==> src/rtl/fetch_pkg.sv <==
// Shared definitions for the stage-1 fetch sequencer.
//   fetch_state_e : sequencer states (REQ, WAIT, HOLD, FAULT)
//   pc_sel_e      : next-PC source chosen by pc_next_mux
//   FETCH_ILEN    : default byte increment for sequential fetch
//   ALIGN_MASK    : low PC bits that must be zero for a legal fetch target
package fetch_pkg;

    typedef enum logic [1:0] {
        REQ   = 2'd0,
        WAIT  = 2'd1,
        HOLD  = 2'd2,
        FAULT = 2'd3
    } fetch_state_e;

    typedef enum logic [1:0] {
        SEL_SEQ   = 2'd0,
        SEL_REDIR = 2'd1,
        SEL_TRAP  = 2'd2,
        SEL_HOLD  = 2'd3
    } pc_sel_e;

    localparam int         FETCH_ILEN = 4;
    localparam logic [1:0] ALIGN_MASK = 2'b11;

endpackage

==> src/rtl/pc_next_mux.sv <==
// Next-PC priority select plus misalignment check (purely combinational).
// Priority: trap > redirect > sequential advance > hold current pc.
// Ports:
//   pc              : current program counter
//   advance         : a response is being accepted, step pc by ILEN
//   redirect_valid  : EX-stage branch/jump taken (already gated by caller)
//   redirect_target : redirect PC
//   trap_valid      : trap entry
//   trap_vector     : trap handler PC
//   sel             : chosen source (pc_sel_e encoding)
//   next_pc         : selected next PC
//   misaligned      : a redirect/trap target has non-zero low bits
module pc_next_mux
    import fetch_pkg::*;
#(
    parameter int N    = 32,
    parameter int ILEN = FETCH_ILEN
) (
    input  logic [N-1:0] pc,
    input  logic         advance,
    input  logic         redirect_valid,
    input  logic [N-1:0] redirect_target,
    input  logic         trap_valid,
    input  logic [N-1:0] trap_vector,
    output logic [1:0]   sel,
    output logic [N-1:0] next_pc,
    output logic         misaligned
);

    pc_sel_e sel_e;

    always_comb begin
        sel_e   = SEL_HOLD;
        next_pc = pc;
        if (trap_valid) begin
            sel_e   = SEL_TRAP;
            next_pc = trap_vector;
        end else if (redirect_valid) begin
            sel_e   = SEL_REDIR;
            next_pc = redirect_target;
        end else if (advance) begin
            sel_e   = SEL_SEQ;
            next_pc = pc + N'(ILEN);   // wraps modulo 2^N by width
        end
    end

    assign sel        = sel_e;
    assign misaligned = ((sel_e == SEL_TRAP) || (sel_e == SEL_REDIR)) &&
                        ((next_pc[1:0] & ALIGN_MASK) != 2'b00);

endmodule

==> src/rtl/pc_fetch_ctrl.sv <==
// Stage-1 fetch sequencer: owns the PC, runs a single-outstanding
// request/grant/response handshake to instruction memory and presents
// fetched instructions to decode with valid/stall flow control.
// Ports:
//   clk, rst                        : clock, async active-high reset
//   stall_i                         : decode cannot accept this cycle
//   redirect_valid/redirect_target  : EX branch/jump redirect
//   trap_valid/trap_vector          : trap entry (beats redirect)
//   imem_req/imem_addr              : request out, address = pc
//   imem_gnt                        : request accepted this cycle
//   imem_rvalid/imem_rdata          : response
//   if_valid/if_pc/if_instr         : instruction presented to decode
//   fetch_fault                     : one-cycle pulse on misaligned target
module pc_fetch_ctrl
    import fetch_pkg::*;
#(
    parameter int           N         = 32,
    parameter logic [N-1:0] BOOT_ADDR = '0,
    parameter int           ILEN      = FETCH_ILEN
) (
    input  logic         clk,
    input  logic         rst,
    input  logic         stall_i,
    input  logic         redirect_valid,
    input  logic [N-1:0] redirect_target,
    input  logic         trap_valid,
    input  logic [N-1:0] trap_vector,
    output logic         imem_req,
    output logic [N-1:0] imem_addr,
    input  logic         imem_gnt,
    input  logic         imem_rvalid,
    input  logic [31:0]  imem_rdata,
    output logic         if_valid,
    output logic [N-1:0] if_pc,
    output logic [31:0]  if_instr,
    output logic         fetch_fault
);

    fetch_state_e state, state_n;
    logic [N-1:0] pc, pc_n, if_pc_n, next_pc;
    logic [31:0]  instr_n;
    logic         kill, kill_n, req_n, vld_n, fault_n;
    logic [1:0]   sel;
    logic         misaligned, take, gnt_ok, held, advance, redir_ok;

    assign gnt_ok   = imem_req & imem_gnt;
    // decode still owns the current if_* contents after this cycle
    assign held     = if_valid & stall_i;
    // in FAULT only a trap may restart fetch, so redirects are ignored there
    assign redir_ok = redirect_valid & (state != FAULT);
    assign advance  = (state == WAIT) & imem_rvalid & ~kill & ~held;
    assign take     = (sel == SEL_REDIR) | (sel == SEL_TRAP);
    assign imem_addr = pc;

    pc_next_mux #(.N(N), .ILEN(ILEN)) u_mux (
        .pc              (pc),
        .advance         (advance),
        .redirect_valid  (redir_ok),
        .redirect_target (redirect_target),
        .trap_valid      (trap_valid),
        .trap_vector     (trap_vector),
        .sel             (sel),
        .next_pc         (next_pc),
        .misaligned      (misaligned)
    );

    always_comb begin
        state_n = state;
        pc_n    = pc;
        kill_n  = kill;
        req_n   = 1'b0;
        vld_n   = held;          // accepted instructions drop out by default
        if_pc_n = if_pc;
        instr_n = if_instr;
        fault_n = 1'b0;
        if (take && misaligned) begin
            state_n = FAULT;
            kill_n  = 1'b0;
            vld_n   = 1'b0;
            fault_n = 1'b1;
        end else if (take) begin
            pc_n    = next_pc;
            vld_n   = 1'b0;
            state_n = REQ;
            req_n   = 1'b1;
            kill_n  = 1'b0;
            // a request already accepted by memory still owes a response:
            // wait for it and throw it away
            if ((state == REQ && gnt_ok) || (state == WAIT && !imem_rvalid)) begin
                state_n = WAIT;
                req_n   = 1'b0;
                kill_n  = 1'b1;
            end
        end else begin
            case (state)
                REQ: begin
                    if (gnt_ok) state_n = WAIT;
                    else        req_n   = 1'b1;
                end
                WAIT: begin
                    if (imem_rvalid) begin
                        if (kill) begin
                            kill_n  = 1'b0;
                            state_n = REQ;
                            req_n   = 1'b1;
                        end else if (held) begin
                            // previous instruction still stalled in decode:
                            // drop this response, pc unchanged, re-fetch later
                            state_n = HOLD;
                        end else begin
                            instr_n = imem_rdata;
                            if_pc_n = pc;
                            vld_n   = 1'b1;
                            pc_n    = next_pc;
                            if (stall_i) begin
                                state_n = HOLD;
                            end else begin
                                state_n = REQ;
                                req_n   = 1'b1;
                            end
                        end
                    end
                end
                HOLD: begin
                    if (!stall_i) begin
                        state_n = REQ;
                        req_n   = 1'b1;
                    end
                end
                FAULT: begin
                    state_n = FAULT;
                end
                default: state_n = REQ;
            endcase
        end
    end

    always_ff @(posedge clk or posedge rst) begin
        if (rst) begin
            state       <= REQ;
            pc          <= BOOT_ADDR;
            kill        <= 1'b0;
            imem_req    <= 1'b0;
            if_valid    <= 1'b0;
            if_pc       <= '0;
            if_instr    <= '0;
            fetch_fault <= 1'b0;
        end else begin
            state       <= state_n;
            pc          <= pc_n;
            kill        <= kill_n;
            imem_req    <= req_n;
            if_valid    <= vld_n;
            if_pc       <= if_pc_n;
            if_instr    <= instr_n;
            fetch_fault <= fault_n;
        end
    end

endmodule
==> config.mk <==
export PLATFORM = sky130hd
export DESIGN_NAME = pc_fetch_ctrl
export DESIGN_NICKNAME = d
export VERILOG_FILES = /design/src/rtl/fetch_pkg.sv /design/src/rtl/pc_next_mux.sv /design/src/rtl/pc_fetch_ctrl.sv
export SDC_FILE = /design/constraint.sdc
export NUM_CORES = 1
export LEC_CHECK = 0
export BUFFER_PORTS_ARGS = -buffer_cell sky130_fd_sc_hd__buf_2
export CORE_MARGIN = 4
export CORE_UTILIZATION = 49
export CTS_CLUSTER_DIAMETER = 200
export DETAILED_ROUTE_END_ITERATION = 7
export GPL_ROUTABILITY_DRIVEN = 0
export PLACE_DENSITY = 0.9
export SLEW_MARGIN = 20
export SYNTH_ARGS = -nofsm -noshare
export SYNTH_HDL_FRONTEND = slang
export SYNTH_SLANG_ARGS = --single-unit
==> constraint.sdc <==
create_clock -name clk -period 4.4 [get_ports clk]
set_clock_uncertainty 0.2 [all_clocks]
set_input_delay 0.44 -clock clk [delete_from_list [all_inputs] [get_ports clk]]
set_output_delay 0.44 -clock clk [all_outputs]
set_load 0.05 [all_outputs]
==> flow_summary.toml, run 1 <==
[run_status]
outcome = "completed"

[sta]
max_freq_mhz = 313
finalMaxSlewViolations = 0
setup_viol = 0
relSlewSlack = 0.371
rsz0062_at_grt = "no"
hold_viol = 0
fin_crit_ns = 3.19
worst_pin_slew_ns = 0.943
setup_tns_ns = 0
period_share = 0.725

[floorplanning]
initial_core_util = 0.504
die-area_um2 = 12300
core_um2 = 10300
ios = 202
die_w_um = 111
die_h_um = 111
rows = 37

[synthesis]
synth_edf_count = 0
ys_ff_latch = 102
synth.avg_cell_area_um2 = 10.4
ys_types = 62
ys_async_sr_fraction = 1.00
yosys_warnings = 0
synth_nets = 609
synth.yosys.seq_area_share = 0.490
synth_ff_type = "dfrtp_1"
synth_area_um2 = 5200
netlist_instances = 500

[placed_design]
port_buffers = 201
dp.cells = 810
hpwl_um = 12000

[final_layout]
final_cells = 826
final_common_cell = "buf_2"
fillCellCount = 825
layout_common_cells = "buf_2 (201), dfrtp_1 (102), mux2_2 (63)"
nets = 794
drive_above_1_share = 0.433
area_growth_syn_to_layout_pct = 25.0
antenna_cells = 0

[hold_path]
min_path_type = "in -> async"

[power]
static-leakage-power_nw = 3.10
p_switching_mw = 3.05
p_int_mw = 2.47
switching_share = 0.553
vdd_ir_drop_max_mv = 0.622
powerDensity_nw_per_um2 = 849
p_comb_frac = 0.562
p_seq_frac = 0.325
p_clk_frac = 0.113

[routing]
via_count = 5025
viasPerCell = 6.08
ant_nets = 0
detail_route.wl_per_cell_um = 19.7
drtIter0Drc = 756
wl_um = 16200
dr.pass1.iters = 6
drc = 0

[critical_path]
arrival_ns = 3.26
path_max_fanout = 53
setup.worst_path.class = "in -> reg"
end_kind = "flip-flop"
worstPathRequired_ns = 4.47
startpoint_type = "input port"

[clocking]
cts_tree = "built"
cts-root-buf = "clkbuf_8"
insertion_delay_ns = 0.39
cts_inserted_buffers = 9
cts_setup_buffers = 0
postCtsResizedCells = 0
cts.htree.levels = 3
cts_hold_buf = 0
cts_sinks = 102
cts_max_path_buffers = 2
cts.clk_slew.worst_paths_ns = 0.11

[global_routing]
grt_max_degree = 69
grt_pass1_wl_um = 26700
grt_pass1_vias = 5322
antenna_found_initial = 1
grt_overflow_total = 0
grt_util_all_layers = 0.266

[flow_run]
drv_cap = 0
[state kept, by name (all words and copies together), names as in the netlist]
name / count
if_pc: 32
imem_req: 1
imem_addr: 32
kill: 1
if_valid: 1
if_instr: 32
state: 2
fetch_fault: 1
[cell families after synthesis]
kind of cell	Yosys count	synth area share
and+or+nand+nor	142	0.139
AOI/OAI and AO/OA	137	0.173
DFF	102	0.490
muxes	65	0.140
buffers and inverters	44	0.0365
adders and majority gates	6	0.0144
xor gates and xnor gates	4	0.00673
[synthesized netlist by cell type, drive strengths merged, types with 3 or more instances]
cell type,number,share of area
a211oi,6,0.0087
a21o,4,0.0058
a21oi,45,0.043
a221o,4,0.0077
a221oi,4,0.0067
a22o,3,0.0050
a31o,4,0.0067
a31oi,6,0.0072
and3,6,0.0072
and4,6,0.010
buf,15,0.016
clkbuf,18,0.013
dfrtp,102,0.49
ha,6,0.014
inv,11,0.0079
mux2,63,0.14
nand2,42,0.030
nand2b,3,0.0036
nand3,18,0.019
nand4,7,0.0084
nor2,30,0.022
nor2b,3,0.0036
nor3,12,0.012
nor4,7,0.0096
o211ai,5,0.0072
o21ai,25,0.024
o31ai,4,0.0058
xnor2,3,0.0050
[power groups by stage]
stage | logic, mW | clock network, mW | registers, mW
6_report | 3.10 | 0.623 | 1.79
5_1_grt | 3.26 | 0.674 | 1.86
2_1_floorplan | 0.884 | 0 | 3.19
3_3_place_gp | 3.02 | 0 | 1.76
4_1_cts | 3.11 | 0.632 | 1.78
3_5_place_dp | 3.10 | 0 | 1.79
[final timing paths]
| kind | start | endpoint | slack (ns) | depth (start not counted) |
|---|---|---|---|---|
| setup / recovery | trap_valid | if_instr[5] | 1.21 | 6 |
| hold / removal | rst | imem_addr[25] | 0.02 | 2 |
| setup reg to reg | state[0] | imem_addr[2] | 1.29 | 7 |
| hold reg to reg | if_pc[12] | if_pc[12] | 0.31 | 1 |
| max in group asynchronous | rst | if_instr[30] | 2.99 | 3 |
| min in group clk | imem_rdata[17] | if_instr[17] | 0.08 | 2 |
[layout make-up]
class | instances | area [um2] | area share
well taps | 136 | 170 | 0.0262
clock inverters | 6 | 75.1 | 0.0115
clock buffers | 10 | 128 | 0.0196
repair buffers | 207 | 1060 | 0.163
inverters | 11 | 43.8 | 0.00673
multi-input cells | 354 | 2470 | 0.380
flip-flops and latches | 102 | 2550 | 0.392
[worst max-delay path, cell delays in order]
cell and delay (ns):
buf_2 0.41, inv_1 0.58, nand2_1 0.46, nor2_4 0.63, buf_12 0.32, mux2_2 0.37
[through the flow]
stage          hold WS [ns]  setup slack [ns]  total power, mW  utilization  cell area (um2)
2_1_floorplan         0.281              1.08             4.08            -             5200
3_3_place_gp          0.286             0.976             4.78        0.611             6300
3_5_place_dp          0.289             0.822             4.90        0.611             6300
4_1_cts              0.0438              1.25             5.52        0.630             6510
5_1_grt              0.0589              1.05             5.80        0.630             6510
6_report             0.0198              1.21             5.52        0.630             6510
[routing by layer]
layer	vias up	global-route usage	wire length (um)
met5	-	0	19
met4	2	0.128	611
met3	56	0.0726	1770
met2	332	0.436	7810
met1	2411	0.324	6030
li1	2224	-	-
Power figures use the tool's default switching activity.
==> run 2, diff against run 1 <==
- CORE_UTILIZATION: 49 -> 45
- PLACE_DENSITY: 0.9 -> 0.88
- clock period: 4.4 -> 2.9 ns (I/O delays scaled with it)
==> flow_summary.toml, run 2 (synthesized netlist as in run 1, its figures left out) <==
[run_status]
outcome = "completed"

[critical_path]
startpoint_type = "flip-flop"
cp_num_buf_inv = 1
cp_cell_sequence = "ha_1 > nand2b_1 > buf_4 > nand3_1 > a211o_1 > a31o_2 > nand3_1"
arrival_ns = 2.63
crit_slowest_cell = "dfrtp_1"
r2r_setup_slack_ns = 0.37
reg2regPathDepth = 7
worstPathRequired_ns = 2.99
max_stage_delay_ns = 0.41
end_kind = "flip-flop"
path_max_fanout = 42
setup.worst_path.class = "reg -> reg"
crit_top_cell = "nand3_1"
cp.depth = 7
path_delay_family = "simple AND/OR/NAND/NOR gates"

[routing]
ant_nets = 0
drc = 0
dr.pass1.iters = 5
drtIter0Drc = 463
detail_route.wl_per_cell_um = 18.8
wl_um = 16600
viasPerCell = 5.84
via_count = 5136

[clocking]
cts_inserted_buffers = 9
cts_tree = "built"
cts.htree.levels = 3
cts-root-buf = "clkbuf_16"
cts.clk_slew.worst_paths_ns = 0.08
cts_max_path_buffers = 2
postCtsResizedCells = 0
insertion_delay_ns = 0.36
cts_sinks = 102

[final_layout]
regArea_um2 = 2550
layout_common_cells = "buf_2 (201), dfrtp_1 (102), mux2_2 (63)"
area_growth_syn_to_layout_pct = 35.6
final_util = 0.621
fillCellCount = 924
final_common_cell = "buf_2"
nets = 840
drive_above_1_share = 0.416
multiInputGateArea_um2 = 2470

[sta]
setup_viol = 0
relSlewSlack = 0.486
setup_slack_ns = 0.368
hold_viol = 0
finalMaxSlewViolations = 0
fin_crit_ns = 2.53
whs_ns = 0.0180
period_share = 0.873
max_freq_mhz = 395
rsz0062_at_grt = "no"
setup_tns_ns = 0
worst_pin_slew_ns = 0.769

[placed_design]
port_buffers = 201
hpwl_um = 11400
dp_slack_ns = 0.401

[floorplanning]
initial_core_util = 0.458
die_w_um = 116
die_h_um = 116
rows = 39
die-area_um2 = 13400
ios = 202
core_um2 = 11400

[global_routing]
grt_pass1_wl_um = 25900
grt_max_degree = 74
grt_util_all_layers = 0.251
antenna_found_initial = 1
grt_overflow_total = 0
grt_pass1_vias = 5127

[power]
vdd_ir_drop_max_mv = 0.838
totalPowerFinal_mw = 8.64
powerDensity_nw_per_um2 = 1220
static-leakage-power_nw = 3.34

[hold_path]
hold_depth = 3
min_path_type = "in -> reg"

[flow_run]
drv_cap = 0
==> run 2: cell types whose count changed in the layout (fill, tap and decap cells not counted) <==
cell,before,now
buf_12,1,2
buf_4,5,11
bufinv_16,1,0
clkbuf_16,0,9
clkbuf_8,9,1
clkinv_2,0,1
clkinv_4,0,2
diode_2,0,1
dlygate4sd3_1,0,39
inv_4,1,0
inv_6,3,1
==> run 2: area by class of cell <==
cell class / instances / share of cell area
Sequential cell: 102 / 0.362
Clock inverter: 5 / 0.00603
Timing Repair Buffer: 253 / 0.215
Tap cell: 143 / 0.0254
Antenna cell: 1 / 0.000355
Inverter: 11 / 0.00638
Multi-Input combinational cell: 354 / 0.351
Clock buffer: 11 / 0.0344
==> run 2: per-layer routing <==
metal  GRT usage  vias up  wire length, um
li1            -     2316                -
met1       0.307     2474             6270
met2       0.414      292             8120
met3      0.0611       54             1540
met4       0.128        0              631
met5           0        -                0
==> run 2: per-stage QoR <==
step           std cells  area [um2]
2_1_floorplan        500        5210
3_3_place_gp         824        6380
3_5_place_dp         824        6380
4_1_cts              879        7050
5_1_grt              880        7060
6_report             880        7060
==> run 2: worst register-to-register path, stage by stage (launching register included) <==
cell      delay, ns
dfrtp_1        0.41
ha_1           0.29
nand2b_1       0.20
buf_4          0.41
nand3_1        0.34
a211o_1        0.37
a31o_2         0.21
nand3_1        0.06
==> run 2: final timing paths <==
| kind | endpoint | from |
|---|---|---|
| setup reg to reg | imem_addr[31] | state[0] |
| setup / recovery | imem_addr[31] | state[0] |
| hold reg to reg | if_pc[28] | if_pc[28] |
| max in group asynchronous | if_pc[22] | rst |
| min in group asynchronous | if_pc[29] | rst |
| hold / removal | imem_addr[25] | trap_vector[25] |
==> run 2: report_power, final <==
group	switching, mW	internal, mW
logic	3.43	1.30
clock network	0.575	0.618
registers	0.635	2.08
total	4.64	4.00
==> run 2: repair_timing <==
action	4_1_cts	5_1_grt
hold endpoints to repair	67	0
endpoints found under the setup margin	0	0
hold buffers	39	0
setup buffers	0	0
==> run 3, diff against run 2 <==
- PLACE_DENSITY: 0.88 -> not set
- PLACE_DENSITY_LB_ADDON: not set -> 0.3
==> flow_summary.toml, run 3 (synthesized netlist as in run 1, its figures left out) <==
[run_status]
outcome = "completed"

[clocking]
cts_tree = "built"
cts_sinks = 102
insertion_delay_ns = 0.34
cts_inserted_buffers = 9
cts_max_path_buffers = 2
cts.clk_slew.worst_paths_ns = 0.06
cts-root-buf = "clkbuf_16"
cts.htree.levels = 3
postCtsResizedCells = 0

[global_routing]
antenna_found_initial = 0
grt_max_degree = 103
grt_pass1_vias = 5126
grt_overflow_total = 0
grt_pass1_wl_um = 25400
grt_util_all_layers = 0.240

[routing]
detail_route.wl_per_cell_um = 18.0
ant_nets = 0
dr.pass1.iters = 5
highest_layer = "met4"
met3_length_um = 1120
viasPerCell = 5.68
dr_wl_met2_um = 8070
wl_met1_um = 6240
drtIter0Drc = 215
drc = 0
via_count = 5000
wl_um = 15800

[power]
powerDensity_nw_per_um2 = 1240
static-leakage-power_nw = 3.36
vdd_ir_drop_max_mv = 0.762

[hold_path]
min_path_type = "in -> reg"
hold_start = "trap_vector[19]"
worstHoldEndpoint = "imem_addr[19]"
hold_depth = 2

[sta]
fin_crit_ns = 2.56
setup_tns_ns = 0
hold_viol = 0
whs_ns = 0.0109
relSlewSlack = 0.534
rsz0062_at_grt = "no"
setup_viol = 0
period_share = 0.883
worst_pin_slew_ns = 0.697
max_freq_mhz = 391
finalMaxSlewViolations = 0

[floorplanning]
die_w_um = 116
die_h_um = 116
die-area_um2 = 13400
initial_core_util = 0.458
core_um2 = 11400
rows = 39
ios = 202

[critical_path]
reg2reg_from = "state[1]"
max_stage_delay_ns = 0.58
worstPathRequired_ns = 2.93
path_max_fanout = 26
crit_slowest_cell = "o21ba_2"
end_kind = "flip-flop"
arrival_ns = 2.59
reg2regPathDepth = 7
r2r_setup_slack_ns = 0.34
rr_endpoint = "imem_addr[2]"
cp_cell_sequence = "inv_1 > ha_1 > and3b_1 > a31oi_1 > o21ba_2 > a21oi_1 > a221oi_1"
startpoint_type = "flip-flop"
setup.worst_path.class = "reg -> reg"

[final_layout]
nets = 838
area_growth_syn_to_layout_pct = 36.4
fillCellCount = 967
drive_above_1_share = 0.418
multiInputGateArea_um2 = 2470
regArea_um2 = 2550
final_common_cell = "buf_2"
fin_area_um2 = 7100
layout_common_cells = "buf_2 (201), dfrtp_1 (102), mux2_2 (63)"

[placed_design]
port_buffers = 201
hpwl_um = 11200
postPlaceCellArea_um2 = 6390

[flow_run]
drv_cap = 0
## run 3: routing by layer
layer	vias to the layer above	global-route usage
li1	2316	-
met1	2440	0.298
met2	207	0.408
met3	37	0.0543
met4	0	0.0908
met5	-	0
## run 3: cell type report
cell class                 instances  area share
sequential                       102       0.359
multi-input combinational        354       0.348
timing repair buffer             251       0.210
clock buffer                      13      0.0366
tap                              143      0.0252
clock inverter                     3      0.0127
inverter                          11     0.00634
antenna                            3     0.00106
## run 3: report_power, final
part / switching (mW) / internal [mW]
Clock: 0.506 / 0.892
Sequential: 0.620 / 2.08
Combinational: 3.42 / 1.31
## run 3: through the flow
stage | setup WS, ns | power (mW) | util | cells
2_1_floorplan | 0.349 | 6.19 | - | 500
3_3_place_gp | 0.522 | 7.28 | 0.562 | 826
3_5_place_dp | 0.418 | 7.41 | 0.562 | 826
4_1_cts | 0.385 | 8.85 | 0.624 | 877
5_1_grt | 0.124 | 9.30 | 0.624 | 877
6_report | 0.341 | 8.83 | 0.625 | 880
## run 3: how the worst max path moves through the flow
stage	from	to	slack (ns)	cells past startpoint
3_3_place_gp	state[1]	imem_addr[7]	0.52	8
3_5_place_dp	state[1]	imem_addr[2]	0.42	7
2_1_floorplan	imem_addr[7]	imem_addr[19]	0.35	7
5_1_grt	state[1]	imem_addr[2]	0.12	7
6_report	state[1]	imem_addr[2]	0.34	7
4_1_cts	state[1]	imem_addr[2]	0.38	7
## run 3: repair_timing
item	4_1_cts	5_1_grt
setup buffers	0	0
hold buffers	35	0
endpoints found under the hold margin	136	0
## run 3: critical path: cells and delay by family, from the launching register on
family | cells | cell delay (ns)
AO/OA/AOI/OAI | 4 | 1.32
flip-flops | 1 | 0.39
AND/OR/NAND/NOR | 1 | 0.23
adder cells (fa/ha/maj) | 1 | 0.22
buffers and inverters | 1 | 0.09
